File: src/rtl/mem_pkg.sv
// Shared FSM state type, access-size encodings and lane helpers for the data memory access unit.
package mem_pkg;

   localparam int unsigned MAX_WAIT_DEFAULT = 15;

   localparam logic [1:0] MEM_SIZE_BYTE = 2'b00;
   localparam logic [1:0] MEM_SIZE_HALF = 2'b01;
   localparam logic [1:0] MEM_SIZE_WORD = 2'b10;

   typedef enum logic [1:0] {
      ST_IDLE = 2'b00,
      ST_WAIT = 2'b01,
      ST_DONE = 2'b10
   } mem_state_e;

   // Address bits below the access size are forced to zero.
   function automatic logic [1:0] eff_lo(input logic [1:0] size, input logic [1:0] lo);
      case (size)
         MEM_SIZE_BYTE: eff_lo = lo;
         MEM_SIZE_HALF: eff_lo = {lo[1], 1'b0};
         default:       eff_lo = 2'b00;
      endcase
   endfunction

   function automatic logic [3:0] byte_en(input logic [1:0] size, input logic [1:0] lo);
      case (size)
         MEM_SIZE_BYTE: byte_en = 4'b0001 << lo;
         MEM_SIZE_HALF: byte_en = 4'b0011 << lo;
         default:       byte_en = 4'b1111;
      endcase
   endfunction

   function automatic logic [31:0] store_lanes(input logic [1:0] size, input logic [31:0] data);
      case (size)
         MEM_SIZE_BYTE: store_lanes = {4{data[7:0]}};
         MEM_SIZE_HALF: store_lanes = {2{data[15:0]}};
         default:       store_lanes = data;
      endcase
   endfunction

endpackage

File: src/rtl/mem_load_align.sv
// Selects the addressed lane of a read word and sign- or zero-extends it to 32 bits.
module mem_load_align
   import mem_pkg::*;
(
   input  logic [31:0] rdata,
   input  logic [1:0]  addr_lo,
   input  logic [1:0]  size,
   input  logic        sign_ext,
   output logic [31:0] data
);

   logic [7:0]  byte_lane;
   logic [15:0] half_lane;

   always_comb begin
      byte_lane = rdata[7:0];
      case (addr_lo)
         2'b00: byte_lane = rdata[7:0];
         2'b01: byte_lane = rdata[15:8];
         2'b10: byte_lane = rdata[23:16];
         2'b11: byte_lane = rdata[31:24];
         default: byte_lane = rdata[7:0];
      endcase
      half_lane = addr_lo[1] ? rdata[31:16] : rdata[15:0];
   end

   always_comb begin
      case (size)
         MEM_SIZE_BYTE: data = {{24{sign_ext & byte_lane[7]}}, byte_lane};
         MEM_SIZE_HALF: data = {{16{sign_ext & half_lane[15]}}, half_lane};
         default:       data = rdata;
      endcase
   end

endmodule

File: src/rtl/mem_access_unit.sv
// MEM-stage data memory access unit: registers load/store requests onto the dmem bus and stalls the pipeline.
// Build option MEM_ALIGN_CHECK_EN rejects misaligned half/word accesses and adds the MisalignM pulse.
//
// state   | meaning
// ST_IDLE | no access in flight; a MEM-stage load/store is issued on the next edge
// ST_WAIT | request on the bus, waiting for dmem_ack or the wait timer to expire
// ST_DONE | one cycle with StallM low so the instruction advances
module mem_access_unit
   import mem_pkg::*;
#(
   parameter int unsigned MAX_WAIT = MAX_WAIT_DEFAULT
) (
   input  logic        clk,
   input  logic        rst_n,
   input  logic        MemReadM,
   input  logic        MemWriteM,
   input  logic [1:0]  MemSizeM,
   input  logic        MemSignedM,
   input  logic [31:0] ALUOutM,
   input  logic [31:0] WriteDataM,
   output logic [31:0] RD,
   output logic        StallM,
   output logic        BusErrM,
`ifdef MEM_ALIGN_CHECK_EN
   output logic        MisalignM,
`endif
   output logic        dmem_req,
   output logic        dmem_we,
   output logic [31:0] dmem_addr,
   output logic [3:0]  dmem_be,
   output logic [31:0] dmem_wdata,
   input  logic [31:0] dmem_rdata,
   input  logic        dmem_ack
);

   localparam int CNT_W = (MAX_WAIT > 2) ? $clog2(MAX_WAIT) : 1;

   mem_state_e       state;
   logic [CNT_W-1:0] wait_cnt;
   logic             op_req;
   logic             misalign;
   logic [1:0]       lo_eff;
   logic             ld_pend;
   logic [1:0]       ld_lo;
   logic [1:0]       ld_size;
   logic             ld_signed;
   logic [31:0]      ld_data;

   assign op_req = MemReadM | MemWriteM;
   assign lo_eff = eff_lo(MemSizeM, ALUOutM[1:0]);
   assign StallM = ((state == ST_IDLE) && op_req) || (state == ST_WAIT);

`ifdef MEM_ALIGN_CHECK_EN
   assign misalign = ((MemSizeM == MEM_SIZE_HALF) && ALUOutM[0]) ||
                     (MemSizeM[1] && (ALUOutM[1:0] != 2'b00));
`else
   assign misalign = 1'b0;
`endif

   mem_load_align u_load_align (
      .rdata    (dmem_rdata),
      .addr_lo  (ld_lo),
      .size     (ld_size),
      .sign_ext (ld_signed),
      .data     (ld_data)
   );

   // Timer loads MAX_WAIT-1 on issue and counts down; terminal count at zero aborts the access.
   always_ff @(posedge clk or negedge rst_n) begin
      if (!rst_n) begin
         state      <= ST_IDLE;
         wait_cnt   <= '0;
         dmem_req   <= 1'b0;
         dmem_we    <= 1'b0;
         dmem_addr  <= '0;
         dmem_be    <= '0;
         dmem_wdata <= '0;
         RD         <= '0;
         BusErrM    <= 1'b0;
         ld_pend    <= 1'b0;
         ld_lo      <= '0;
         ld_size    <= '0;
         ld_signed  <= 1'b0;
      end else begin
         BusErrM <= 1'b0;
         case (state)
            ST_IDLE: begin
               if (op_req) begin
                  if (misalign) begin
                     state <= ST_DONE;
                  end else begin
                     dmem_req   <= 1'b1;
                     dmem_we    <= MemWriteM;
                     dmem_addr  <= {ALUOutM[31:2], 2'b00};
                     dmem_be    <= byte_en(MemSizeM, lo_eff);
                     dmem_wdata <= store_lanes(MemSizeM, WriteDataM);
                     ld_pend    <= ~MemWriteM;
                     ld_lo      <= lo_eff;
                     ld_size    <= MemSizeM;
                     ld_signed  <= MemSignedM;
                     wait_cnt   <= CNT_W'(MAX_WAIT - 1);
                     state      <= ST_WAIT;
                  end
               end
            end
            ST_WAIT: begin
               if (dmem_ack) begin
                  dmem_req <= 1'b0;
                  dmem_we  <= 1'b0;
                  if (ld_pend) RD <= ld_data;
                  state    <= ST_DONE;
               end else if (wait_cnt == '0) begin
                  dmem_req <= 1'b0;
                  dmem_we  <= 1'b0;
                  BusErrM  <= 1'b1;
                  state    <= ST_DONE;
               end else begin
                  wait_cnt <= wait_cnt - 1'b1;
               end
            end
            ST_DONE: begin
               wait_cnt <= '0;
               state    <= ST_IDLE;
            end
            default: state <= ST_IDLE;
         endcase
      end
   end

`ifdef MEM_ALIGN_CHECK_EN
   always_ff @(posedge clk or negedge rst_n) begin
      if (!rst_n) MisalignM <= 1'b0;
      else        MisalignM <= (state == ST_IDLE) && op_req && misalign;
   end
`endif

endmodule

File: config.mk
export PLATFORM = sky130hd
export DESIGN_NAME = mem_access_unit
export DESIGN_NICKNAME = d
export VERILOG_FILES = /design/src/rtl/mem_pkg.sv /design/src/rtl/mem_load_align.sv /design/src/rtl/mem_access_unit.sv
export SDC_FILE = /design/constraint.sdc
export NUM_CORES = 1
export LEC_CHECK = 0
export CAP_MARGIN = 0
export CORE_AREA = 2 2 93 184
export DETAILED_ROUTE_END_ITERATION = 7
export DIE_AREA = 0 0 95 186
export SLEW_MARGIN = 20
export SYNTH_ARGS = -nofsm -noshare
export SYNTH_HDL_FRONTEND = slang
export SYNTH_SLANG_ARGS = --single-unit
export TNS_END_PERCENT = 1
File: constraint.sdc
create_clock -name clk -period 1.9 [get_ports clk]
set_clock_uncertainty 0.1 [all_clocks]
set_input_delay 0.38 -clock clk [delete_from_list [all_inputs] [get_ports clk]]
set_output_delay 0.38 -clock clk [all_outputs]
set_load 0.03 [all_outputs]
==> reports/metrics.cfg <==
[floorplan]
initial_utilization_pct=33.23
die_x_um=95
core_area_mm2=0.01627
die_area_mm2=0.01767
die_y_um=186
io_pins=208
rows=66

[yosys]
async_flop_share_pct=100.0
synth.most_common_cell=dfrtp_1
yosys_warnings=0
ys_types=51
yosysTopAreaCell=dfrtp_1
yosys_register_bits=113
ys.flop_type=dfrtp_1
yosysSeqAreaShare_pct=52.31
synth-edff-count=0
synthTopCellsByArea=dfrtp_1 52%, mux2_2 8.5%, mux2i_1 6.1%
syn_inst=511
synth_top_area_share_pct=52.31
synth_common_cells=113 x dfrtp_1, 70 x nand2_1, 47 x nand3_1
synth_area_mm2=0.005405
synth.avg_cell_area_um2=10.58

[critical_path]
arrival_ns=1.33
setup.worst_path.start=state[0]$_DFFE_PN0P_
r2r_setup_slack_ns=0.21
end_kind=output pin
cp.required_ns=1.42
cp_max_fo=2
critPathLaunchType=flop
r2r-start=state[0]$_DFFE_PN0P_
worstRegToRegCells=6
crit_type=reg2out
rr_endpoint=RD[1]$_DFFE_PN0P_

[placement]
post-dp-hpwl_mm=13.57
place_congestion=0.8237
post-place-cells=918
pre_cts_ws_ns=-0.2768
numPortBuffers=205

[drt]
wire_per_inst_um=18.15
ant_nets=0
vias=4779
drtPass1Iterations=8
drcViolationCount=0
viasPerCell=5.020
drtIter0Drc=212
wl_mm=17.28

[timing]
drv_slew=0
max_freq_mhz=551.8
period_needed_ns=1.812
hold_viol=0
fin_ws_ns=0.08785
finalCritPeriodShare_pct=95.38
setup_violations=0
setup-tns-final_ns=0
rsz0062_at_grt=no

[clock_tree]
clkSlewWorstSetupHoldPaths_ns=0.06
clock_sinks=113
post_cts_buffers=0
htreeDepth=4
cts_buffer_depth=2
cts_buffers=17
cts-root-buf=clkbuf_16
insertion_delay_ns=0.41
cts_tree=done

[power]
peakVddDrop_v=0.0007304
powerDensity_mw_per_mm2=1736
power.leakage_uw=0.003825

[global_routing]
grt.met3_usage_pct=4.696
grt_pass1_wl_mm=26.41
gr-total-overflow=0
antenna_found_initial=1
gr-usage-met1_pct=18.61
grt_pass1_vias=5087
grt-busiest-layer=met2
grt_max_degree=48
grt_use_total_pct=20.00
grtUsageMet2_pct=37.96

[final_layout]
stdcell_count=952
area_growth_pct=53.87
finalNetCount=840
drive_gt1_share_pct=17.67

[run]
drv_cap=0

[min_path]
hold_class=in2async

[status]
status=completed

layer usage:
| layer | vias up | share of wire [%] |
|---|---|---|
| li1 | 2247 | - |
| met1 | 2283 | 33 |
| met2 | 202 | 57 |
| met3 | 47 | 5.6 |
| met4 | 0 | 4.2 |
| met5 | - | 0 |
layout make-up:
cell class | count | area [um2]
fillers | 1547 | 7951
well taps | 204 | 255.2
clock inverters | 12 | 116.4
clock buffers | 20 | 446.7
repair buffers | 243 | 2328
multi-input cells | 349 | 2302
inverters | 10 | 37.54
diodes | 1 | 2.502
flip-flops and latches | 113 | 2828
cell families (layout without fill, tap and decap cells):
kind of cell | after synthesis | after routing | synth area share, %
AND/OR/NAND/NOR | 173 | 173 | 14.84
multiplexers | 74 | 74 | 14.65
other | 1 | 3 | 0.06938
flip-flops | 113 | 113 | 52.31
AO/OA/AOI/OAI | 98 | 98 | 12.27
adder cells (fa/ha/maj) | 2 | 2 | 0.4629
buffers and inverters | 50 | 285 | 5.394
sequential cells by signal (all words and copies together) (netlist names):
| name | cells |
|---|---|
| state | 2 |
| dmem_req | 1 |
| ld_lo | 2 |
| ld_signed | 1 |
| ld_size | 2 |
| ld_pend | 1 |
| dmem_wdata | 32 |
| BusErrM | 1 |
| dmem_we | 1 |
| dmem_be | 4 |
| dmem_addr | 30 |
| wait_cnt | 4 |
| RD | 32 |
worst max path at each step:
stage	end	slack [ns]	depth (start not counted)
floorplan	StallM	0.35	2
global placement	StallM	-0.30	4
detailed placement	StallM	-0.28	4
CTS	BusErrM	0.009	1
global route	StallM	0.03	3
finish	StallM	0.09	3
stage by stage:
stage | util [%] | instance area, um2 | hold WS, ns | power [uW]
finish | 51.12 | 8317 | 0.3092 | 14440
global route | 51.12 | 8317 | 0.3300 | 15320
CTS | 51.06 | 8307 | 0.2929 | 14630
detailed placement | 48.30 | 7858 | 0.1963 | 12270
global placement | 48.30 | 7858 | 0.1954 | 12100
floorplan | - | 5409 | -0.01559 | 8894
cells in the final DEF, fill, tap and decap left out, drive strengths merged, types with 2 or more instances in the layout:
| cell | Yosys | layout |
|---|---|---|
| a21oi | 18 | 18 |
| clkbuf | 11 | 20 |
| a22o | 2 | 2 |
| a41oi | 7 | 7 |
| o21ai | 42 | 42 |
| o22ai | 2 | 2 |
| nor3 | 4 | 4 |
| ha | 2 | 2 |
| nor2b | 3 | 3 |
| conb | 1 | 2 |
| o21a | 3 | 3 |
| buf | 29 | 38 |
| mux2 | 41 | 41 |
| nand3 | 48 | 48 |
| dfrtp | 113 | 113 |
| nor4 | 2 | 2 |
| dlygate4sd2 | 0 | 100 |
| o221a | 5 | 5 |
| nand2b | 5 | 5 |
| a22oi | 9 | 9 |
| clkinv | 0 | 9 |
| mux2i | 33 | 33 |
| inv | 10 | 10 |
| nor2 | 31 | 31 |
| bufinv | 0 | 2 |
| nand2 | 70 | 70 |
| nand3b | 2 | 2 |
| clkdlybuf4s50 | 0 | 102 |
| and2b | 3 | 3 |
where the power goes:
part / switching [uW] / internal, uW
combinational: 4420 / 2730
sequential: 672 / 3570
clock: 1110 / 1940
total: 6200 / 8240
timing repair:
| action | CTS | global route |
|---|---|---|
| setup endpoints to repair | 101 | 2 |
| pin swaps | 0 | 0 |
| hold buffers | 1 | 0 |
| hold endpoints to repair | 19 | 0 |
| gates resized for setup | 103 | 2 |
worst max-delay path, cell delays in order, from the launching register on:
cell,delay (ns)
dfrtp_1,0.40
nor3_2,0.20
nor2_1,0.06
clkdlybuf4s15_2,0.27
Note: power is estimated with default switching activity, not from simulation.
